$ cat config.mk
export PLATFORM = sky130hd
export DESIGN_NAME = dsram_ctrl_flat
export DESIGN_NICKNAME = d
export VERILOG_FILES = /design/src/rtl/dsram_ctrl_if.sv /design/src/rtl/dsram_ctrl.sv /design/src/flat_wrapper.sv
export SDC_FILE = /design/constraint.sdc
export NUM_CORES = 1
export LEC_CHECK = 0
export CAP_MARGIN = 20
export CORE_AREA = 2 2 348 350
export CTS_CLUSTER_SIZE = 40
export DETAILED_ROUTE_END_ITERATION = 6
export DIE_AREA = 0 0 350 352
export GPL_ROUTABILITY_DRIVEN = 0
export PLACE_DENSITY_LB_ADDON = 0.12
export SYNTH_ARGS = -nofsm -noshare
export SYNTH_HDL_FRONTEND = slang
export SYNTH_SLANG_ARGS = --single-unit
$ cat constraint.sdc
create_clock -name clk -period 7.9 [get_ports clk]
set_clock_uncertainty 0.1 [all_clocks]
set_input_delay 1.58 -clock clk [delete_from_list [all_inputs] [get_ports clk]]
set_output_delay 1.58 -clock clk [all_outputs]
set_load 0.005 [all_outputs]
$ cat src/rtl/dsram_ctrl_if.sv
// dsram_ctrl_if: core, fill and SRAM-side signals of the L1 data SRAM controller
interface dsram_ctrl_if #(
  parameter int ADDR_WIDTH = 13
);
  logic                    core_valid;
  logic                    core_ready;
  logic                    core_wr;
  logic [ADDR_WIDTH+2:0]   core_addr;
  logic [3:0]              core_be;
  logic [31:0]             core_wdata;
  logic                    core_rvalid;
  logic [31:0]             core_rdata;
  logic                    fill_valid;
  logic                    fill_ready;
  logic [ADDR_WIDTH-1:0]   fill_addr;
  logic [255:0]            fill_data;
  logic [ADDR_WIDTH-1:0]   ram_a;
  logic [255:0]            ram_wd;
  logic                    ram_write;
  logic                    ram_read;
  logic [255:0]            ram_rd;
  modport slave (
    input  core_valid, core_wr, core_addr, core_be, core_wdata,
    input  fill_valid, fill_addr, fill_data, ram_rd,
    output core_ready, core_rvalid, core_rdata, fill_ready,
    output ram_a, ram_wd, ram_write, ram_read
  );
  modport master (
    output core_valid, core_wr, core_addr, core_be, core_wdata,
    output fill_valid, fill_addr, fill_data, ram_rd,
    input  core_ready, core_rvalid, core_rdata, fill_ready,
    input  ram_a, ram_wd, ram_write, ram_read
  );
endinterface

$ cat src/rtl/dsram_ctrl.sv
// dsram_ctrl: round-robin arbiter and sequencer sharing the single-port L1 data SRAM
// between line fills and core word accesses; core stores run as two-cycle read-modify-write.
module dsram_ctrl #(
  parameter int ADDR_WIDTH = 13
) (
  input logic         clk,
  input logic         rst_n,
  dsram_ctrl_if.slave bus
);
  typedef enum logic {S_IDLE, S_MERGE} state_t;
  state_t                r_st;
  logic                  r_ptr;
  logic                  r_ld_pend;
  logic [2:0]            r_ld_ws;
  logic [ADDR_WIDTH-1:0] r_line;
  logic [2:0]            r_ws;
  logic [3:0]            r_be;
  logic [31:0]           r_wdata;
  logic                  r_wrote;
  logic [ADDR_WIDTH-1:0] r_fwd_a;
  logic [255:0]          r_fwd_d;
  logic                  r_hit;
  logic [ADDR_WIDTH-1:0] r_a_hold;
  logic [255:0]          r_wd_hold;
  logic                  w_idle;
  logic                  w_merge;
  logic                  w_gnt_fill;
  logic                  w_gnt_core;
  logic [ADDR_WIDTH-1:0] w_core_line;
  logic [2:0]            w_core_ws;
  logic [255:0]          w_src;
  logic [255:0]          w_merged;
  assign w_idle      = rst_n && r_st == S_IDLE;
  assign w_merge     = r_st == S_MERGE;
  assign w_core_line = bus.core_addr[ADDR_WIDTH+2:3];
  assign w_core_ws   = bus.core_addr[2:0];
  // r_ptr=1 gives the core priority on a contested cycle
  assign bus.fill_ready = w_idle && (!bus.core_valid || !r_ptr);
  assign bus.core_ready = w_idle && (!bus.fill_valid || r_ptr);
  assign w_gnt_fill     = bus.fill_valid && bus.fill_ready;
  assign w_gnt_core     = bus.core_valid && bus.core_ready;
  // a read issued right after a write to the same line never trusts the SRAM
  assign w_src = r_hit ? r_fwd_d : bus.ram_rd;
  always_comb begin
    w_merged = w_src;
    for (int b = 0; b < 4; b++)
      if (r_be[b]) w_merged[{r_ws, b[1:0], 3'b000} +: 8] = r_wdata[8*b +: 8];
  end
  assign bus.ram_read    = w_gnt_core;
  assign bus.ram_write   = w_gnt_fill || w_merge;
  assign bus.ram_a       = w_gnt_fill ? bus.fill_addr : w_gnt_core ? w_core_line :
                           w_merge ? r_line : r_a_hold;
  assign bus.ram_wd      = w_gnt_fill ? bus.fill_data : w_merge ? w_merged : r_wd_hold;
  assign bus.core_rvalid = r_ld_pend;
  assign bus.core_rdata  = r_ld_pend ? w_src[{r_ld_ws, 5'd0} +: 32] : '0;
  always_ff @(posedge clk or negedge rst_n) begin
    if (!rst_n) begin
      r_st      <= S_IDLE;
      r_ptr     <= 1'b0;
      r_ld_pend <= 1'b0;
      r_ld_ws   <= '0;
      r_line    <= '0;
      r_ws      <= '0;
      r_be      <= '0;
      r_wdata   <= '0;
      r_wrote   <= 1'b0;
      r_fwd_a   <= '0;
      r_fwd_d   <= '0;
      r_hit     <= 1'b0;
      r_a_hold  <= '0;
      r_wd_hold <= '0;
    end else begin
      r_ld_pend <= w_gnt_core && !bus.core_wr;
      r_hit     <= w_gnt_core && r_wrote && r_fwd_a == w_core_line;
      r_wrote   <= bus.ram_write;
      r_a_hold  <= bus.ram_a;
      r_wd_hold <= bus.ram_wd;
      if (w_gnt_core) r_ld_ws <= w_core_ws;
      if (bus.ram_write) begin
        r_fwd_a <= bus.ram_a;
        r_fwd_d <= bus.ram_wd;
      end
      if (bus.fill_valid && bus.core_valid && (w_gnt_fill || w_gnt_core)) r_ptr <= ~r_ptr;
      if (w_gnt_core && bus.core_wr) begin
        r_st    <= S_MERGE;
        r_line  <= w_core_line;
        r_ws    <= w_core_ws;
        r_be    <= bus.core_be;
        r_wdata <= bus.core_wdata;
      end else begin
        r_st    <= S_IDLE;
      end
    end
  end
endmodule

$ cat src/flat_wrapper.sv
// flat-port wrapper written by rule: the top's interface ports become plain ports
module dsram_ctrl_flat 
#(
  parameter int ADDR_WIDTH = 13
)
  (clk, rst_n, bus_core_valid, bus_core_wr, bus_core_addr, bus_core_be, bus_core_wdata, bus_fill_valid, bus_fill_addr, bus_fill_data, bus_ram_rd, bus_core_ready, bus_core_rvalid, bus_core_rdata, bus_fill_ready, bus_ram_a, bus_ram_wd, bus_ram_write, bus_ram_read);
  dsram_ctrl_if #(.ADDR_WIDTH(ADDR_WIDTH)) bus_i ();
  input logic clk;
  input logic rst_n;
  input wire logic [$bits(bus_i.core_valid)-1:0] bus_core_valid;
  input wire logic [$bits(bus_i.core_wr)-1:0] bus_core_wr;
  input wire logic [$bits(bus_i.core_addr)-1:0] bus_core_addr;
  input wire logic [$bits(bus_i.core_be)-1:0] bus_core_be;
  input wire logic [$bits(bus_i.core_wdata)-1:0] bus_core_wdata;
  input wire logic [$bits(bus_i.fill_valid)-1:0] bus_fill_valid;
  input wire logic [$bits(bus_i.fill_addr)-1:0] bus_fill_addr;
  input wire logic [$bits(bus_i.fill_data)-1:0] bus_fill_data;
  input wire logic [$bits(bus_i.ram_rd)-1:0] bus_ram_rd;
  output wire logic [$bits(bus_i.core_ready)-1:0] bus_core_ready;
  output wire logic [$bits(bus_i.core_rvalid)-1:0] bus_core_rvalid;
  output wire logic [$bits(bus_i.core_rdata)-1:0] bus_core_rdata;
  output wire logic [$bits(bus_i.fill_ready)-1:0] bus_fill_ready;
  output wire logic [$bits(bus_i.ram_a)-1:0] bus_ram_a;
  output wire logic [$bits(bus_i.ram_wd)-1:0] bus_ram_wd;
  output wire logic [$bits(bus_i.ram_write)-1:0] bus_ram_write;
  output wire logic [$bits(bus_i.ram_read)-1:0] bus_ram_read;
  assign bus_i.core_valid = bus_core_valid;
  assign bus_i.core_wr = bus_core_wr;
  assign bus_i.core_addr = bus_core_addr;
  assign bus_i.core_be = bus_core_be;
  assign bus_i.core_wdata = bus_core_wdata;
  assign bus_i.fill_valid = bus_fill_valid;
  assign bus_i.fill_addr = bus_fill_addr;
  assign bus_i.fill_data = bus_fill_data;
  assign bus_i.ram_rd = bus_ram_rd;
  assign bus_core_ready = bus_i.core_ready;
  assign bus_core_rvalid = bus_i.core_rvalid;
  assign bus_core_rdata = bus_i.core_rdata;
  assign bus_fill_ready = bus_i.fill_ready;
  assign bus_ram_a = bus_i.ram_a;
  assign bus_ram_wd = bus_i.ram_wd;
  assign bus_ram_write = bus_i.ram_write;
  assign bus_ram_read = bus_i.ram_read;
  dsram_ctrl #(.ADDR_WIDTH(ADDR_WIDTH)) u_core (.clk(clk), .rst_n(rst_n), .bus(bus_i));
endmodule
---- Word-level counts from Yosys, hierarchy flattened ----
Cells that the tools add are included.
word-level totals
  bits in registers ....................... 598
  input port bits ......................... 582
  output and inout port bits .............. 306
  logic and storage cells ................. 65
cells by class
  add/subtract/negate cells ............... 4
  equality and inequality tests ........... 1
  shifts and indexed selects .............. 9
  multiplexer cells ....................... 16
  bitwise gates (word level) .............. 2
  reduce and logical (&&, ||, !) cells .... 19
operator list
  cell                                                                       number
  256-bit two-way mux                                                        7
  256-bit bitwise mux                                                        4
  8-bit by 10-bit variable shift with 256-bit output (first input constant)  4
  8-bit by 10-bit indexed part select with 256-bit output                    4
  256-bit by 9-bit indexed part select with 32-bit output                    1
  8-bit negation with 10-bit output                                          4
  13-bit two-way mux                                                         3
  32-bit two-way mux                                                         1
  13-bit equality test                                                       1
  1-bit logical AND                                                          11
  1-bit logical NOT                                                          4
  1-bit logical OR                                                           4
  1-bit inverter                                                             2
  1-bit two-way mux                                                          1

---- Logic depth before layout (Yosys ltp) ----
  word-level depth ........................ 12
  mapped depth ............................ 12
  gate-level depth less buffers ........... 7

---- Least setup slack after synthesis ----
No wires, ideal clock.
  path type ............................... reg2out
  from .................................... register u_core.r_ws[1]
  to ...................................... output bus_ram_wd[166]
  arrival time ............................ 2914 ps
  data required time ...................... 6220 ps
  setup slack ............................. 3306 ps
  stages on the path, launching flop included .. 12
  buffers on the path ..................... 4
  cells stage by stage .................... dfrtp_1 > buf_6 > clkbuf_1 > clkbuf_1 > inv_1 > ha_1 > ha_1 > nand2b_1 > clkbuf_1 > nor3_2 > mux2_2 > nand2_1
between the ends
  longest elaborated chain between the ends .. 12
  elaborated cells between the ends (all ways) .. 22
  those cells by class .................... add/sub (4); shift (8); mux (10)
RTL lines
  item                                                                                                                                  line                source
  from (decl)                                                                                                                           dsram_ctrl.sv:16    logic [2:0] r_ws;
  from (signal assigned)                                                                                                                dsram_ctrl.sv:87    r_ws <= w_core_ws;
  8-bit negation with 10-bit output                                                                                                     dsram_ctrl.sv:47    if (r_be[b]) w_merged[{r_ws, b[1:0], 3'b000} +: 8] = r_wdata[8*b +: 8];
  8-bit by 10-bit indexed part select with 256-bit output / 8-bit by 10-bit variable shift with 256-bit output (equally long branches)  dsram_ctrl.sv:47
  256-bit bitwise mux                                                                                                                   dsram_ctrl.sv:47
  256-bit two-way mux                                                                                                                   dsram_ctrl.sv:47
  256-bit bitwise mux                                                                                                                   dsram_ctrl.sv:47
  256-bit two-way mux                                                                                                                   dsram_ctrl.sv:47
  256-bit bitwise mux                                                                                                                   dsram_ctrl.sv:47
  256-bit two-way mux                                                                                                                   dsram_ctrl.sv:47
  256-bit bitwise mux                                                                                                                   dsram_ctrl.sv:47
  256-bit two-way mux *                                                                                                                 dsram_ctrl.sv:47
  256-bit two-way mux * (2 in a row)                                                                                                    dsram_ctrl.sv:53    assign bus.ram_wd = w_gnt_fill ? bus.fill_data : w_merge ? w_merged : r_wd_hold;
  to (decl)                                                                                                                             flat_wrapper.sv:24  output wire logic [$bits(bus_i.ram_wd)-1:0] bus_ram_wd;
Every way passes the cells marked *; elsewhere a longest branch is shown, timed or not.

---- Final worst setup path ----
  from .................................... register u_core.r_ws[0]
  to ...................................... output bus_ram_wd[131]
Same word-level chain as after synthesis.

==> results.toml <==
[global_route]
grt_max_degree = 148
grt_pass1_wl_um = 259000
antenna_found_initial = 81
grt_use_total = 0.295
grt_pass1_vias = 32100
gr-total-overflow = 0

[synth]
syn_inst = 3422
ys.flop_type = "dfrtp_1"
synth-simple-area-share = 0.160
synth_compound_area_frac = 0.162
yosysUniqueCellTypes = 66
synthXorXnorAreaFrac = 0.00366
synth_nets = 4011
yosysWarningCount = 0
ys_async_sr_fraction = 1.00
synthAdderAreaFrac = 0.00262
ys_seq_elements = 598
syn_area_per_cell_um2 = 9.78
muxShareOfSynthArea = 0.184
syn_area_mm2 = 0.0335
synth_top_family_by_area = "multiplexers"
synth_edf_count = 0
yosysSeqAreaShare = 0.447

[placement]
pre_cts_ws_ns = 1.49
port_buffers = 887
dp_hpwl_um = 141000

[critical_path]
start_kind = "flop"
slowest_stage = "dfrtp_4"
cp.required_ns = 6.22
crit_family = "compound AO/OA/AOI/OAI gates"
cpMostUsedCell = "ha_1"
critical_path_buf_inv_count = 2
critPathMaxStageDelay_ns = 0.86
crit_fanout = 52
crit_type = "reg2out"
crit_chain = "inv_1 -> ha_1 -> ha_1 -> o311a_1 -> nand2_1 -> o31ai_1 -> a221o_1 -> clkdlybuf4s50_1"
cp-end-kind = "output port"
arrival_ns = 4.99

[run_status]
outcome = "complete, but fails checks"
violations = "DRC"

[power_and_ir_drop]
netSwitchingPower_mw = 5.42
internal_power_mw = 8.90
clockPowerShare = 0.271
swShare = 0.379
leakage_nw = 19.7
vdd_drop_max_mv = 0.176
combinationalPowerShare = 0.370
sequentialPowerShare = 0.358
p_per_area_mw_per_mm2 = 307

[cts]
postCtsSetupBuffers = 0
cts_buffers = 80
cts_buffer_depth = 3
htree_num_levels = 3
cts_tree = "yes"
cts_hold_buffers = 0
path_clk_slew_ns = 0.06
cts_root_buffer = "clkbuf_16"
cts_resized = 0
clock-sinks = 598
clock_latency_ns = 0.67

[cells_and_area]
fillers = 11902
syn_to_final_growth_pct = 39.4
drive_gt1_frac = 0.113
final_net_count = 4767

[floorplanning]
dieHeight_um = 352
rows = 127
dieArea_mm2 = 0.123
start_util = 0.281
core_mm2 = 0.119
io_pins = 888
die_x_um = 350

[timing]
post-route-period-util = 0.844
grt_setup_unrepaired = "no"
tns_ns = 0
max_slew_margin = 0.179
hold_viol = 0
clock.fmax_mhz = 150
drv_slew = 0
setup_ws_ns = 1.23
setup_violations = 0
worst_pin_slew_ns = 1.23
min_period_ns = 6.67

[detailed_routing]
drt-total-wl_um = 188000
vias = 32151
drt_first_pass_iters = 7
routedWlPerCell_um = 31.8
drt_first_iter_violations = 3034
viasPerCell = 5.46
postRouteAntennaNets = 0
drc = 2

[worst_hold_path]
hold_path_class = "reg2reg"

[flow_run]
cap_viol_max_count = 0
[path summary, 6_finish.rpt]
path | startpoint | to | slack (ns) | depth (start not counted)
setup / recovery | u_core.r_ws[0] | bus_ram_wd[131] | 1.23 | 8
hold / removal | u_core.r_wd_hold[48] | u_core.r_wd_hold[48] | 0.37 | 2
setup reg to reg | u_core.r_ws[0] | u_core.r_wd_hold[135] | 3.87 | 7
hold reg to reg | u_core.r_wd_hold[48] | u_core.r_wd_hold[48] | 0.37 | 2
max in group asynchronous | rst_n | u_core.r_fwd_d[36] | 3.55 | 5
min in group asynchronous | rst_n | u_core.r_wd_hold[108] | 0.68 | 1
[cells by family (layout without fill, tap and decap cells)]
group           after synthesis  in the layout
mux                         553            553
compound gates              673            673
other cells                   0             41
flops                       598            598
xor+xnor                     14             14
fa+ha+maj                     7              7
simple gates               1273           1273
buf+inv                     304           1121
[through the flow]
step / hold slack (ns) / power (mW) / std cells / instance area (µm²) / util
after floorplan: 0.344 / 7.38 / 3422 / 33500 / -
after global placement: 0.354 / 10.4 / 5708 / 43900 / 0.368
after detailed placement: 0.358 / 10.4 / 5708 / 43900 / 0.368
after CTS: 0.374 / 14.4 / 5851 / 46600 / 0.390
after global routing: 0.388 / 15.0 / 5881 / 46700 / 0.391
final: 0.372 / 14.3 / 5892 / 46700 / 0.391
[sequential cells by signal, indices dropped and copies added (netlist names), 3 cells and up]
| name | count |
|---|---|
| u_core.r_ws | 3 |
| u_core.r_wdata | 32 |
| u_core.r_fwd_d | 256 |
| u_core.r_wd_hold | 256 |
| u_core.r_be | 4 |
| u_core.r_a_hold | 13 |
| u_core.r_ld_ws | 3 |
| u_core.r_fwd_a | 13 |
| u_core.r_line | 13 |
[tightest hold or removal path: cells and delay by family, from the launching register on]
| family | cells | cell delay [ns] |
|---|---|---|
| DFF | 1 | 0.32 |
| and+or+nand+nor | 2 | 0.12 |
[cells in the mapped netlist (8+ instances only)]
| library cell | n | area [µm²] |
|---|---|---|
| a32oi_1 | 185 | 1620 |
| a221o_2 | 16 | 180 |
| mux2i_1 | 293 | 2930 |
| nand2_1 | 1013 | 3800 |
| buf_2 | 112 | 561 |
| inv_1 | 12 | 45.0 |
| buf_1 | 36 | 135 |
| o22ai_1 | 38 | 238 |
| a21oi_1 | 26 | 130 |
| nor2_1 | 48 | 180 |
| o2bb2ai_1 | 23 | 201 |
| mux2_1 | 34 | 383 |
| and3b_1 | 9 | 78.8 |
| mux4_2 | 28 | 631 |
| a22oi_1 | 88 | 661 |
| and3_1 | 10 | 62.6 |
| mux2_2 | 198 | 2230 |
| a221oi_1 | 8 | 70.1 |
| o21ai_0 | 80 | 400 |
| nand3_1 | 66 | 330 |
| nand3b_1 | 59 | 443 |
| clkbuf_1 | 123 | 462 |
| dfrtp_1 | 598 | 15000 |
| nor3_1 | 18 | 90.1 |
| a21o_1 | 36 | 270 |
| a221o_1 | 87 | 871 |
| buf_4 | 15 | 113 |
| a211oi_2 | 8 | 100 |
| o211ai_1 | 14 | 105 |
| o221ai_1 | 23 | 201 |
| xor2_1 | 12 | 105 |
[power by group through the flow]
stage          Combinational (mW)  Clock [mW]  Sequential [mW]
2_1_floorplan                2.80           0             4.58
3_3_place_gp                 5.27           0             5.15
6_report                     5.30        3.88             5.13
3_5_place_dp                 5.28           0             5.16
5_1_grt                      5.68        4.07             5.24
4_1_cts                      5.31        3.96             5.11
[cell usage in the layout (no fill, tap or decap), types with 11 or more instances in the layout]
cell type / Yosys / final
a21o_1: 36 / 36
a21oi_1: 26 / 25
a221o_1: 87 / 87
a221o_2: 16 / 16
a22oi_1: 88 / 88
a32oi_1: 185 / 185
buf_12: 0 / 11
buf_4: 15 / 67
clkbuf_1: 123 / 15
clkbuf_16: 0 / 81
clkbuf_8: 0 / 16
clkdlybuf4s50_1: 0 / 886
clkinv_2: 0 / 18
dfrtp_1: 598 / 592
diode_2: 0 / 41
inv_1: 12 / 11
mux2_1: 34 / 34
mux2_2: 198 / 198
mux2i_1: 293 / 293
mux4_2: 28 / 28
nand2_1: 1013 / 1013
nand3_1: 66 / 66
nand3b_1: 59 / 59
nor2_1: 48 / 47
nor3_1: 18 / 17
o211ai_1: 14 / 14
o21ai_0: 80 / 78
o221ai_1: 23 / 23
o22ai_1: 38 / 38
o2bb2ai_1: 23 / 23
xor2_1: 12 / 12
[metal layers]
metal	global-route usage	part of all wire
met2	0.462	0.46
met3	0.0832	0.086
met4	0.104	0.035
met1	0.387	0.42
met5	0	0.0020
[layout make-up]
class | count | area [µm²] | area share
antenna | 41 | 103 | 0.00220
clock buffer | 112 | 2300 | 0.0493
clock inverter | 31 | 409 | 0.00877
inverter | 13 | 48.8 | 0.00105
multi-input combinational | 2520 | 17200 | 0.369
sequential | 598 | 15000 | 0.321
tap | 1612 | 2020 | 0.0432
timing repair buffer | 965 | 9610 | 0.206
Power figures use the tool's default switching activity.
